==> src/rtl/regfile_write_arbiter_if.sv <==
// regfile_write_arbiter_if: writeback requests, grants, clear control and register-file write bus
// master drives valid/index/data and clear_req; slave (the arbiter) drives readies, clear_busy, rf_*
interface regfile_write_arbiter_if;
  logic        alu_valid;
  logic [4:0]  alu_index;
  logic [31:0] alu_data;
  logic        alu_ready;
  logic        mem_valid;
  logic [4:0]  mem_index;
  logic [31:0] mem_data;
  logic        mem_ready;
  logic        lnk_valid;
  logic [31:0] lnk_data;
  logic        lnk_ready;
  logic        clear_req;
  logic        clear_busy;
  logic [1:0]  rf_write;
  logic [4:0]  rf_index;
  logic [31:0] rf_data;
  modport master (
    output alu_valid, alu_index, alu_data, mem_valid, mem_index, mem_data,
           lnk_valid, lnk_data, clear_req,
    input  alu_ready, mem_ready, lnk_ready, clear_busy, rf_write, rf_index, rf_data
  );
  modport slave (
    input  alu_valid, alu_index, alu_data, mem_valid, mem_index, mem_data,
           lnk_valid, lnk_data, clear_req,
    output alu_ready, mem_ready, lnk_ready, clear_busy, rf_write, rf_index, rf_data
  );
endinterface

==> src/rtl/regfile_write_arbiter.sv <==
// regfile_write_arbiter: arbitrates ALU/load/link writebacks onto one register-file write port, with a 32-cycle zero-fill sweep
// ports: clk, rst (sync, active high); bus (slave modport) carries requests/readies, clear_req/clear_busy, rf_write/rf_index/rf_data
// RR_ARB_EN defined: round-robin mem->alu->lnk; undefined: fixed priority mem > alu > lnk
module regfile_write_arbiter (
  input logic clk,
  input logic rst,
  regfile_write_arbiter_if.slave bus
);
  typedef enum logic {ARB, CLEAR} state_t;
  state_t state, state_n;
  logic [4:0] cnt, cnt_n;
  logic [1:0] wr, wr_n;
  logic [4:0] idx, idx_n;
  logic [31:0] dat, dat_n;
  logic [2:0] req, gnt, rdy;
  logic arb_open;
  assign req = {bus.lnk_valid, bus.alu_valid, bus.mem_valid};
  assign arb_open = state == ARB && !bus.clear_req && !rst;
`ifdef RR_ARB_EN
  logic [1:0] ptr, ptr_n;
  logic [2:0] rot, pick;
  // rotate so the pointed-to requester sits in bit 0, pick lowest, rotate back
  assign rot = ptr == 2'd0 ? req : ptr == 2'd1 ? {req[0], req[2:1]} : {req[1:0], req[2]};
  assign pick = rot[0] ? 3'b001 : rot[1] ? 3'b010 : rot[2] ? 3'b100 : 3'b000;
  assign gnt = ptr == 2'd0 ? pick : ptr == 2'd1 ? {pick[1:0], pick[2]} : {pick[0], pick[2:1]};
  assign ptr_n = rdy[0] ? 2'd1 : rdy[1] ? 2'd2 : rdy[2] ? 2'd0 : ptr;
  always_ff @(posedge clk)
    ptr <= rst ? 2'd0 : ptr_n;
`else
  assign gnt = req[0] ? 3'b001 : req[1] ? 3'b010 : req[2] ? 3'b100 : 3'b000;
`endif
  assign rdy = arb_open ? gnt : 3'b000;
  assign bus.mem_ready = rdy[0];
  assign bus.alu_ready = rdy[1];
  assign bus.lnk_ready = rdy[2];
  assign bus.clear_busy = state == CLEAR;
  assign bus.rf_write = wr;
  assign bus.rf_index = idx;
  assign bus.rf_data = dat;
  // rf_* registered so each CLEAR cycle shows the counter's own index
  always_comb begin
    state_n = state;
    cnt_n = cnt;
    wr_n = 2'b00;
    idx_n = idx;
    dat_n = dat;
    if (state == CLEAR) begin
      cnt_n = cnt + 5'd1;
      state_n = cnt == 5'd31 ? ARB : CLEAR;
      if (cnt != 5'd31) begin
        wr_n = 2'b10;
        idx_n = cnt + 5'd1;
        dat_n = '0;
      end
    end else if (bus.clear_req) begin
      state_n = CLEAR;
      wr_n = 2'b10;
      idx_n = '0;
      dat_n = '0;
    end else if (rdy[0]) begin
      wr_n = 2'b10;
      idx_n = bus.mem_index;
      dat_n = bus.mem_data;
    end else if (rdy[1]) begin
      wr_n = 2'b10;
      idx_n = bus.alu_index;
      dat_n = bus.alu_data;
    end else if (rdy[2]) begin
      wr_n = 2'b01;
      idx_n = 5'd31;
      dat_n = bus.lnk_data;
    end
  end
  always_ff @(posedge clk)
    if (rst) begin
      state <= ARB;
      cnt <= '0;
      wr <= '0;
      idx <= '0;
      dat <= '0;
    end else begin
      state <= state_n;
      cnt <= cnt_n;
      wr <= wr_n;
      idx <= idx_n;
      dat <= dat_n;
    end
endmodule
==> src/flat_wrapper.sv <==
// flat-port wrapper written by rule: the top's interface ports become plain ports
module regfile_write_arbiter_flat 
  (clk, rst, bus_alu_valid, bus_alu_index, bus_alu_data, bus_mem_valid, bus_mem_index, bus_mem_data, bus_lnk_valid, bus_lnk_data, bus_clear_req, bus_alu_ready, bus_mem_ready, bus_lnk_ready, bus_clear_busy, bus_rf_write, bus_rf_index, bus_rf_data);
  regfile_write_arbiter_if bus_i ();
  input logic clk;
  input logic rst;
  input wire logic [$bits(bus_i.alu_valid)-1:0] bus_alu_valid;
  input wire logic [$bits(bus_i.alu_index)-1:0] bus_alu_index;
  input wire logic [$bits(bus_i.alu_data)-1:0] bus_alu_data;
  input wire logic [$bits(bus_i.mem_valid)-1:0] bus_mem_valid;
  input wire logic [$bits(bus_i.mem_index)-1:0] bus_mem_index;
  input wire logic [$bits(bus_i.mem_data)-1:0] bus_mem_data;
  input wire logic [$bits(bus_i.lnk_valid)-1:0] bus_lnk_valid;
  input wire logic [$bits(bus_i.lnk_data)-1:0] bus_lnk_data;
  input wire logic [$bits(bus_i.clear_req)-1:0] bus_clear_req;
  output wire logic [$bits(bus_i.alu_ready)-1:0] bus_alu_ready;
  output wire logic [$bits(bus_i.mem_ready)-1:0] bus_mem_ready;
  output wire logic [$bits(bus_i.lnk_ready)-1:0] bus_lnk_ready;
  output wire logic [$bits(bus_i.clear_busy)-1:0] bus_clear_busy;
  output wire logic [$bits(bus_i.rf_write)-1:0] bus_rf_write;
  output wire logic [$bits(bus_i.rf_index)-1:0] bus_rf_index;
  output wire logic [$bits(bus_i.rf_data)-1:0] bus_rf_data;
  assign bus_i.alu_valid = bus_alu_valid;
  assign bus_i.alu_index = bus_alu_index;
  assign bus_i.alu_data = bus_alu_data;
  assign bus_i.mem_valid = bus_mem_valid;
  assign bus_i.mem_index = bus_mem_index;
  assign bus_i.mem_data = bus_mem_data;
  assign bus_i.lnk_valid = bus_lnk_valid;
  assign bus_i.lnk_data = bus_lnk_data;
  assign bus_i.clear_req = bus_clear_req;
  assign bus_alu_ready = bus_i.alu_ready;
  assign bus_mem_ready = bus_i.mem_ready;
  assign bus_lnk_ready = bus_i.lnk_ready;
  assign bus_clear_busy = bus_i.clear_busy;
  assign bus_rf_write = bus_i.rf_write;
  assign bus_rf_index = bus_i.rf_index;
  assign bus_rf_data = bus_i.rf_data;
  regfile_write_arbiter u_core (.clk(clk), .rst(rst), .bus(bus_i));
endmodule
==> config.mk <==
export PLATFORM = sky130hd
export DESIGN_NAME = regfile_write_arbiter_flat
export DESIGN_NICKNAME = d
export VERILOG_FILES = /design/src/rtl/regfile_write_arbiter_if.sv /design/src/rtl/regfile_write_arbiter.sv /design/src/flat_wrapper.sv
export SDC_FILE = /design/constraint.sdc
export NUM_CORES = 1
export LEC_CHECK = 0
export CAP_MARGIN = 30
export CORE_ASPECT_RATIO = 0.9
export CORE_MARGIN = 10
export CORE_UTILIZATION = 30
export CTS_CLUSTER_SIZE = 8
export DETAILED_ROUTE_END_ITERATION = 8
export PLACE_DENSITY = 0.8
export SLEW_MARGIN = 25
export SYNTH_ARGS = -nofsm -noshare
export SYNTH_HDL_FRONTEND = slang
export SYNTH_SLANG_ARGS = --single-unit
==> constraint.sdc <==
create_clock -name clk -period 4.9 [get_ports clk]
set_input_delay 0.98 -clock clk [delete_from_list [all_inputs] [get_ports clk]]
set_output_delay 0.98 -clock clk [all_outputs]
set_load 0.005 [all_outputs]
==> results summary, run 1 <==
At the end of routability-driven placement, the weighted congestion stood at 0.835. The final-report max-slew violation count was 0. The standby leakage power is between 1 and 1.5 nW. STA classifies the critical path endpoint as an output pin.

The total die area came out at about 11,000 sq um. The final standard cell count with taps included and fillers excluded is around 470. The overall track demand over capacity in global routing is about 15%.

The number of buffers added by the clock tree synthesis step is 5. The antenna cell count came out at 0. Setup repair after global routing left no endpoint under its margin. The final hold violation count is 0. The fraction of layout cells with a size suffix above 1 came out at around 6.1%.

Entering global routing, the biggest net connects 33 pins. In this run the worst path has a maximum fanout of 14. The number of gates resized after CTS was 0. The floorplan step set the die width to ~110 um. The routed via count came out at 2,486. In this run the remaining antenna-violating nets after routing total 0. Hold is met by roughly 0.47 ns.

The combined area of all synthesized cells came out at roughly 2200 sq um. The final cycle utilization of the critical path came out at between 80% and 90%. The post-CTS setup repair buffer count came out at 0. The worst ir drop on vdd is between 0.1 and 0.15 mV.

The number of H-tree branching levels is 2. Using the TritonRoute via totals, the vias-per-cell ratio works out to 5.31. The flow ran to the end, and the final reports show no timing, DRC or antenna violations. The initial antenna violation count came out at 0.

In this run the count of I/O pins placed on the die edge is between 150 and 200. Synthesis produced a netlist whose cell count is 232. The clock reaches the later pin of the worst-skew pair after ~0.30 ns. Clock-pin slew was measured on the worst setup and hold paths at 0.08 ns. For this configuration, the core starts out at a cell density of between 30 and 40%. The worst path needs slightly above 4 ns of the cycle, external delays included. The number of global-route vias before repair is approximately 2,700. The hold-critical path depth is 1.

Synthesis produced a netlist with a net count of about 350. The maximum buffer depth of the clock tree came out at 2. The critical path is of the input port to output pin type. The type of the tightest min-delay check is flop to flop. The number of setup violations in the final report came out at 0. The area growth from synthesis to layout is 76.3%. The worst path required time is 3.92 ns. The worst pin sits at a relative slew slack of 50.2%. After detailed routing, the total wire length is between 9 and 10 mm.

The final total power is 0.879 mW. The fraction of registers with async set/reset is 0%. The number of buffers inserted by hold repair at cts came out at 0.

The total congestion overflow after global routing is 0. The sum of negative setup slack is 0 ns. After floorplanning, the core was divided into 29 placement rows. For this run, the number of Yosys warnings is 0. In the final design database the tool counted between 400 and 500 nets. The number of different library cells used by synthesis comes to 30. The share of Yosys cell area claimed by the top area cell type came out at 40.7%. The number of I/O port buffers is approximately 150.

The half-perimeter wire length after detailed placement came out at around 7.1 mm. The synthesis-stage register bit count came out at 45. The share of the Yosys chip area taken by registers is 40.7%. The clock root buffer is clkbuf_8. The clock sink total is 45. In the final routed layout, each cell accounts on average for ~20 um. Each instance of the synthesized netlist takes up on average approximately 9.5 sq um. The power per cell area is 225 nW/um^2. In the post-synthesis netlist, the biggest area contributors are dfxtp_1 41%, a221oi_1 13%, o2bb2ai_1 13%.

The core utilization of the finished layout came out at roughly 55%. The transition at the pin with the smallest max-transition slack came out at around 0.75 ns. The number of remaining DRC errors came out at 0. The global-route wire length before repair came out at around 14 mm. The synthesized design contains 0 enable-type register cells. The die span in y came out at between 100 and 150 um. The dominant register cell in the synthesized netlist is dfxtp_1. The first routing iteration left 65 violations.

The placement-stage worst setup slack came out at slightly below 0.9 ns. The total placed cells including tap cells came out at between 400 and 500. Derived from the worst setup path, the maximum achievable clock frequency is ~250 MHz. The number of max-cap violations is 0. The data arrival time of the critical path came out at roughly 3.1 ns. The placement-stage cell area came out at around 3800 sq um. The core box area is 7110 sq um. The path depth of the worst reg2reg path is 4.

The leading area contributor after synthesis is dfxtp_1. Setup slack closes at approximately 0.87 ns. TritonCTS built the clock tree.

The worst clock skew came out at 0.00797 ns. The number of iterations in the first detailed-routing pass came out at 4. The startpoint type of the worst setup path is an input port.

The cell area after layout is just under 4000 sq um.
==> layout make-up <==
class | count | area [sq um]
Fill cell | 647 | 3210
Timing Repair Buffer | 161 | 1590
Multi-Input combinational cell | 155 | 1160
Sequential cell | 45 | 901
Tap cell | 93 | 116
Clock buffer | 5 | 68.8
Clock inverter | 2 | 35.0
Inverter | 7 | 26.3
==> Yosys cell counts, types with 2 or more instances <==
| library cell | n |
|---|---|
| dfxtp_1 | 45 |
| o22ai_1 | 5 |
| o21ai_0 | 32 |
| a221oi_2 | 4 |
| o2bb2ai_1 | 32 |
| buf_2 | 6 |
| buf_6 | 4 |
| nand2b_1 | 2 |
| mux2i_1 | 2 |
| a221oi_1 | 32 |
| clkbuf_1 | 15 |
| inv_1 | 7 |
| ha_1 | 2 |
| nor2b_1 | 2 |
| nor2_1 | 16 |
| nor3_1 | 7 |
| xnor2_1 | 2 |
| nor3b_1 | 3 |
| xor2_1 | 3 |
==> cell families after synthesis <==
family / after synthesis / share of synthesized area, %
AO/OA/AOI/OAI: 107 / 37.7
XOR/XNOR: 5 / 1.98
adder cells (fa/ha/maj): 2 / 1.13
buffers and inverters: 32 / 7.12
flip-flops: 45 / 40.7
multiplexers: 2 / 0.904
AND/OR/NAND/NOR: 39 / 10.5
==> critical path, cell delays in order <==
cell and delay (ns):
clkdlybuf4s50_1 0.64, or4_4 0.64, nor3b_1 0.24, clkdlybuf4s50_1 0.55
==> state kept, by name, indices dropped and copies added (netlist names) <==
register,flops
u_core.bus.rf_index,5
u_core.bus.clear_busy,1
u_core.bus.rf_write,2
u_core.cnt,5
u_core.bus.rf_data,32
==> final timing paths <==
kind                          from                     end  slack, ns
max                  bus_mem_valid           bus_lnk_ready       0.87
min          u_core.bus.rf_data[3]   u_core.bus.rf_data[3]       0.47
max reg2reg  u_core.bus.clear_busy  u_core.bus.rf_data[31]       2.73
min reg2reg  u_core.bus.rf_data[3]   u_core.bus.rf_data[3]       0.47
==> cell usage in the layout (no fill, tap or decap), drive strengths merged <==
master	count
nor2b	2
clkbuf	5
nand2	1
bufinv	1
dfxtp	45
and3	1
inv	7
mux2i	2
or4	1
nor3b	3
nand3b	1
clkinv	1
a221oi	36
nand2b	2
xnor2	2
o21ai	32
clkdlybuf4s50	154
xor2	3
nor3	7
a21o	1
o22ai	5
nor2	17
ha	2
a2bb2oi	1
nor4b	1
nand3	1
nor4	1
o2bb2ai	32
nand4	1
buf	7
==> routing by layer <==
layer	global-route usage [%]	wire, um	vias up
met4	4.10	110	0
met5	0	0	-
met3	8.69	1070	12
met1	16.8	3660	1159
li1	-	-	1195
met2	25.8	4330	120
==> power breakdown <==
part	leakage (nW)	internal (mW)	total (mW)	switching, mW
sequential	0.368	0.383	0.397	0.0140
combinational	0.953	0.136	0.206	0.0691
clock	0.0540	0.148	0.276	0.128
Power figures use the tool's default switching activity.
==> inputs of run 2 (changes only) <==
==> constraint.sdc (replaced) <==
create_clock -name clk -period 3.8 [get_ports clk]
set_input_delay 0.76 -clock clk [delete_from_list [all_inputs] [get_ports clk]]
set_output_delay 0.76 -clock clk [all_outputs]
set_load 0.005 [all_outputs]
==> results summary, run 2 (synthesis gave the netlist of run 1 again) <==
The net switching fraction of the power is 23.6% (-0.38 points). In the layout the commonest cells are 154 x clkdlybuf4s50_1, 45 x dfxtp_1, 32 x a221oi_1, 32 x o21ai_0, 32 x o2bb2ai_1. The number of remaining DRC errors came to 0 (unchanged). The total congestion overflow after global routing came to 0 (unchanged). The post-detailed-route count of antenna-violating nets came out at 0 (unchanged). The number of buffers inserted by hold repair at cts is 0 (unchanged). In this run the worst hold path is classified as flop to flop. The number of global-route vias before repair was 2,701 (+0.33%). The top cell family by delay on the critical path is buffers and inverters. The path depth of the worst reg2reg path came out at 4 (unchanged). The fraction of layout cells with a size suffix above 1 is 6.61% (+0.48 points). The internal power of the cells came out at 0.887 mW (+33%). The global-route wire length before repair is 14.2 mm (-0.48%). The maximum buffer depth of the clock tree is 2 (unchanged).

The number of H-tree branching levels came to 2 (unchanged). The run finished with clean final reports. The row count is 29 (unchanged). The largest fanout of any net on the critical path came out at 8 (-6).

The worst register-to-register path begins at u_core.bus.clear_busy. The number of setup violations in the final report was 0 (unchanged). The total die area was 11,200 sq um (unchanged). The critical path is of the input port to output pin type.

The half-perimeter wire length after detailed placement was 7.10 mm (about the same). The final total power is 1.16 mW (+32%). The number of I/O port buffers is 154 (unchanged). The total number of nets in the final design was 491 (+0.41%). The number of max-cap violations came out at 0 (unchanged). The worst ir drop on vdd came out at 0.136 mV (-4.8%).

The number of iterations in the first detailed-routing pass is 6 (+2). The die outline width came out at 111 um (unchanged). The clock root buffer is clkbuf_8. The pin count of the biggest net entering global routing came out at 33 (unchanged). The peak per-stage delay on the critical path came out at 0.55 ns (-0.09 ns). The violation count after the first detailed-route iteration came out at 104 (+60%). The worst relative slew slack was 50.1% (about the same).

The cell seen most often among critical-path stages is clkdlybuf4s50_1. The clock latency of the later-clocked register in the worst-skew pair came to 0.29 ns (about the same). The global placer's final weighted congestion is 0.792 (-5.1%). The core box area came out at 7110 sq um (unchanged). The start point of the critical path is bus_alu_valid. The total placed cells including tap cells is 463 (+0.43%). The vias per cell is 5.38 (+1.2%). The average detailed-routed wire length per instance came out at 19.5 um (-0.59%). The fraction of power consumed by combinational cells was 23.0% (-0.4 points).

The transition at the pin with the smallest max-transition slack came to 0.747 ns (+0.000700 ns). The slack of the worst reg-to-reg path came out at 1.62 ns (-1.11 ns). The effective utilization at floorplan is 31.1% (unchanged). The flip-flop count of the largest register, all copies and words added came out at 32 (unchanged). The critical path buffer and inverter count came out at 2 (unchanged). The number of stages on the worst setup path came out at 4 (unchanged). The power per cell area is 295 nW/um^2 (+31%).

The clock-pin transition on the worst setup and hold timing paths is 0.09 ns (about the same). The post-synthesis to final-layout area growth is 77.5%. The initial antenna violation count is 0 (unchanged).

The CTS tree is built. For this design, the slowest cell found on the critical path is clkdlybuf4s50_1. The worst clock skew is 0.00623 ns (-0.00173 ns). The post-cts gate resize count is 0 (unchanged). Traced cell by cell, the critical path runs through clkdlybuf4s50_1, or4_4, nor3b_1, clkdlybuf4s50_1. The data arrival time of the critical path came out at 2.57 ns (-0.48 ns).

The final-report max-slew violation count was 0 (unchanged). The die span in y came to 102 um (unchanged). The overall track demand over capacity in global routing came to 15.3% (-0.21 points). The critical path ends at bus_lnk_ready.

Static timing analysis puts the maximum clock frequency at between 300 and 400 MHz. The capturing element type of the critical path is an output pin. The clock power share is 32.8% (+1.4 points). The detailed-route wire length came out at 9.18 mm (about the same). STA classifies the critical path startpoint as an input port. The post-CTS setup repair buffer count came out at 0 (unchanged).

The filler cell count is 660 (+2.0%). The clock sink total was 45 (unchanged). The routed via count was 2,533 (+1.9%). Setup repair after global routing left no endpoint under its margin. The proportion of power drawn by flip-flops and latches was 44.2% (-1.0 points).

The standby leakage power is 1.39 nW (+1.0%). The most common cell after layout, fill and taps aside is clkdlybuf4s50_1. The capture instance of the worst register-to-register path is u_core.bus.rf_data[0]. Of the available clock period, the critical path in the final layout requires between 80% and 90%.

The antenna cell count is 0 (unchanged). The switching power summed over all nets came out at 0.274 mW (+30%). The worst path required time came to 3.04 ns (-0.88 ns). The final standard cell count with taps included and fillers excluded came out at 471 (+0.64%). The placement-stage cell area is 3810 sq um (+0.40%). The number of buffers added by the clock tree synthesis step came out at 5 (unchanged). The boundary pin count came out at 155 (unchanged). The shortest clock period the worst path allows after layout is roughly 3.3 ns. The sum of negative setup slack was 0 ns (unchanged). The final hold violation count is 0 (unchanged). The cell area after layout was 3930 sq um (+0.71%).
## run 2: worst register-to-register path: stages, from the launching register on
cell and delay [ns]:
dfxtp_1 0.55, or4_4 0.67, a2bb2oi_2 0.22, nor2_8 0.47
o2bb2ai_1 0.20
## run 2: cell type report
cell class                 instances  area [sq um]  share of cell area, %
timing repair buffer             163          1610                   40.9
multi-input combinational        155          1160                   29.6
sequential                        45           901                   22.9
tap                               93           116                   2.96
clock buffer                       7          86.3                   2.20
clock inverter                     1          30.0                  0.764
inverter                           7          26.3                  0.668
## run 2: through the flow
stage,hold WS (ns),worst slack (ns),util (%)
after floorplan,0.456,1.32,-
after global placement,0.443,0.520,53.6
after detailed placement,0.448,0.490,53.6
after CTS,0.471,0.483,55.3
after global routing,0.483,0.384,55.3
final,0.466,0.473,55.3
## run 2: how the worst min path moves through the flow
stage                                 startpoint                endpoint  slack, ns  cells after the start
final                     u_core.bus.rf_data[10]  u_core.bus.rf_data[10]       0.47                      1
after global routing      u_core.bus.rf_data[31]  u_core.bus.rf_data[31]       0.48                      1
after CTS                 u_core.bus.rf_data[10]  u_core.bus.rf_data[10]       0.47                      1
after detailed placement  u_core.bus.rf_data[19]  u_core.bus.rf_data[19]       0.45                      1
after global placement     u_core.bus.rf_data[6]   u_core.bus.rf_data[6]       0.44                      1
after floorplan            u_core.bus.rf_data[0]   u_core.bus.rf_data[0]       0.46                      1
## run 2: metal layers
layer / up-vias / routed length [um] / part of all wire (%) / global-route usage (%)
met3: 4 / 1080 / 12 / 7.86
li1: 1201 / - / - / -
met2: 138 / 4500 / 49 / 26.4
met1: 1190 / 3540 / 39 / 16.6
met5: - / 0 / 0 / 0
met4: 0 / 61 / 0.66 / 3.10
## run 2: power groups by stage
stage	combinational (mW)	clock (mW)	sequential, mW
global route	0.287	0.406	0.516
floorplan	0.0856	0	0.519
global placement	0.264	0	0.522
finish	0.267	0.380	0.512
detailed placement	0.268	0	0.523
CTS	0.270	0.390	0.512
==> inputs of run 3 (changes only) <==
==> constraint.sdc (replaced) <==
create_clock -name clk -period 3.8 [get_ports clk]
set_input_delay 0.76 -clock clk [delete_from_list [all_inputs] [get_ports clk]]
set_output_delay 0.76 -clock clk [all_outputs]
set_load 0.1 [all_outputs]
==> results summary, run 3 (synthesis gave the netlist of run 1 again) <==
The worst ir drop on vdd came out at 0.148 mV (+8.8%). The detailed-route wire length came out at 9.18 mm (about the same). The transition at the pin with the smallest max-transition slack is 1.03 ns (+0.282 ns). The worst path required time is 3.04 ns (about the same). The number of iterations in the first detailed-routing pass is 4 (-2). The post-CTS setup repair buffer count came out at 0 (unchanged). Leaving out fill and tap cells, the most frequent cell in the layout is clkdlybuf4s50_1. The clock root buffer is clkbuf_8. The post-synthesis to final-layout area growth came out at 78.4%.

The violation count after the first detailed-route iteration was 90 (-13%). The boundary pin count is 155 (unchanged). The worst setup path is of the input port to output pin kind. The shortest clock period the worst path allows after layout is 3.05 ns (-0.282 ns). The fraction of layout cells with a size suffix above 1 is 7.96% (+1.3 points).

The total die area is 11,200 sq um (unchanged). The proportion of power drawn by flip-flops and latches came out at 39.6% (-4.6 points). The antenna cell count is 0 (unchanged). The final-report max-slew violation count came out at 0 (unchanged). The data arrival time of the critical path came out at 2.29 ns (-0.28 ns).

The core box area came out at 7110 sq um (unchanged). The final critical-path setup slack is 0.755 ns (+0.282 ns). In the layout the commonest cells are 150 x clkdlybuf4s50_1, 45 x dfxtp_1, 32 x a221oi_1, 32 x o21ai_0, 32 x o2bb2ai_1. The placement-stage worst setup slack came to 0.748 ns (+0.258 ns).

STA classifies the critical path startpoint as an input port. The effective utilization at floorplan came to 31.1% (unchanged). The number of buffers added by the clock tree synthesis step is 5 (unchanged). The final cycle utilization of the critical path is 80.1% (-7.4 points). The power per cell area is 328 nW/um^2 (+11%). The post-cts gate resize count was 0 (unchanged).

The number of global-route vias before repair is 2,739 (+1.4%). The largest fanout of any net on the critical path is 8 (unchanged). Setup repair after global routing left no endpoint under its margin. The routed via count is 2,490 (-1.7%).

The final total power is 1.30 mW (+12%). The number of remaining DRC errors was 0 (unchanged). The core utilization of the finished layout came out at 55.6% (+0.28 points).

The row count is 29 (unchanged). The maximum buffer depth of the clock tree was 2 (unchanged). The total congestion overflow after global routing is 0 (unchanged). The peak per-stage delay on the critical path is 0.55 ns (about the same).

The tightest min-delay check is of the flop to flop type. The final hold slack is 0.464 ns (-0.00186 ns). The post-detailed-route count of antenna-violating nets is 0 (unchanged).

The global-route wire length before repair came out at 14.7 mm (+3.0%). The total placed cells including tap cells is 463 (unchanged). The sum of negative setup slack came to 0 ns (unchanged). The clock-pin transition on the worst setup and hold timing paths is 0.08 ns (about the same). The clock power share is 27.8% (-5.0 points). The clock latency of the later-clocked register in the worst-skew pair is 0.29 ns (about the same). The signal on the critical path passes through clkdlybuf4s50_1, or4_4, nor3b_2, buf_12. The fraction of power consumed by combinational cells is 32.6% (+9.6 points). TritonCTS built the clock tree.

The switching power summed over all nets came out at 0.431 mW (+57%). The flow ran to the end, and the final reports show no timing, DRC or antenna violations. The flip-flop count of the largest register, all copies and words added was 32 (unchanged). The average detailed-routed wire length per instance came to 19.5 um (+0.19%). The timing-limited maximum frequency came to 328 MHz (+9.3%). The number of I/O port buffers came out at 154 (unchanged). The half-perimeter wire length after detailed placement is 7.01 mm (-1.3%).

The pin count of the biggest net entering global routing came to 33 (unchanged). The initial antenna violation count is 0 (unchanged). The final hold violation count came to 0 (unchanged).

The standby leakage power is 1.40 nW (+0.90%). The worst clock skew is 0.00728 ns (+0.00105 ns). The die span in y came out at 102 um (unchanged).

The total number of nets in the final design came out at 491 (unchanged). The final standard cell count with taps included and fillers excluded came to 470 (-0.21%). The cell area after layout came to 3950 sq um (+0.51%). The number of setup violations in the final report is 0 (unchanged). The number of buffers inserted by hold repair at cts came to 0 (unchanged). The placement-stage cell area came to 3850 sq um (+0.85%). The critical path buffer and inverter count came out at 2 (unchanged). The clock sink total is 45 (unchanged). The number of max-cap violations is 0 (unchanged). The net switching fraction of the power is 33.2% (+9.7 points). The global placer's final weighted congestion came out at 0.793 (+0.13%). The number of H-tree branching levels is 2 (unchanged). The vias per cell came out at 5.30 (-1.5%). The overall track demand over capacity in global routing came out at 15.7% (+0.42 points). The cell at the slowest stage of the critical path is clkdlybuf4s50_1.

The die outline width was 111 um (unchanged). The worst setup path is captured at an output pin. The cell family contributing the most delay on the critical path is buffers and inverters. The internal power of the cells was 0.865 mW (-2.5%). The worst relative slew slack is 31.2% (-19 points).
## run 3: worst paths after layout
check             slack [ns]  cells after the start                endpoint             startpoint
setup reg to reg        1.61                      4  u_core.bus.rf_data[27]  u_core.bus.clear_busy
hold reg to reg         0.46                      1   u_core.bus.rf_data[4]  u_core.bus.rf_data[4]
hold / removal          0.46                      1   u_core.bus.rf_data[4]  u_core.bus.rf_data[4]
setup / recovery        0.75                      4           bus_lnk_ready          bus_alu_valid
## run 3: layout make-up
type | instances | area (sq um)
clock inverters | 2 | 35.0
fillers | 660 | 3160
inverters | 7 | 26.3
clock buffers | 5 | 68.8
repair buffers | 163 | 1640
flip-flops and latches | 45 | 901
multi-input cells | 155 | 1170
well taps | 93 | 116
## run 3: power groups by stage
stage | Combinational [mW] | Clock, mW | Sequential [mW]
after floorplan | 0.0913 | 0 | 0.668
after global placement | 0.420 | 0 | 0.522
after detailed placement | 0.424 | 0 | 0.523
after CTS | 0.426 | 0.369 | 0.512
after global routing | 0.446 | 0.387 | 0.516
final | 0.422 | 0.360 | 0.512
## run 3: layer usage
metal / wire length [um] / vias up / GRT usage, % / part of all wire [%]
li1: - / 1201 / - / -
met1: 3610 / 1169 / 17.1 / 39
met2: 4470 / 114 / 26.7 / 49
met3: 1020 / 6 / 8.22 / 11
met4: 80 / 0 / 3.70 / 0.87
met5: 0 / - / 0 / 0
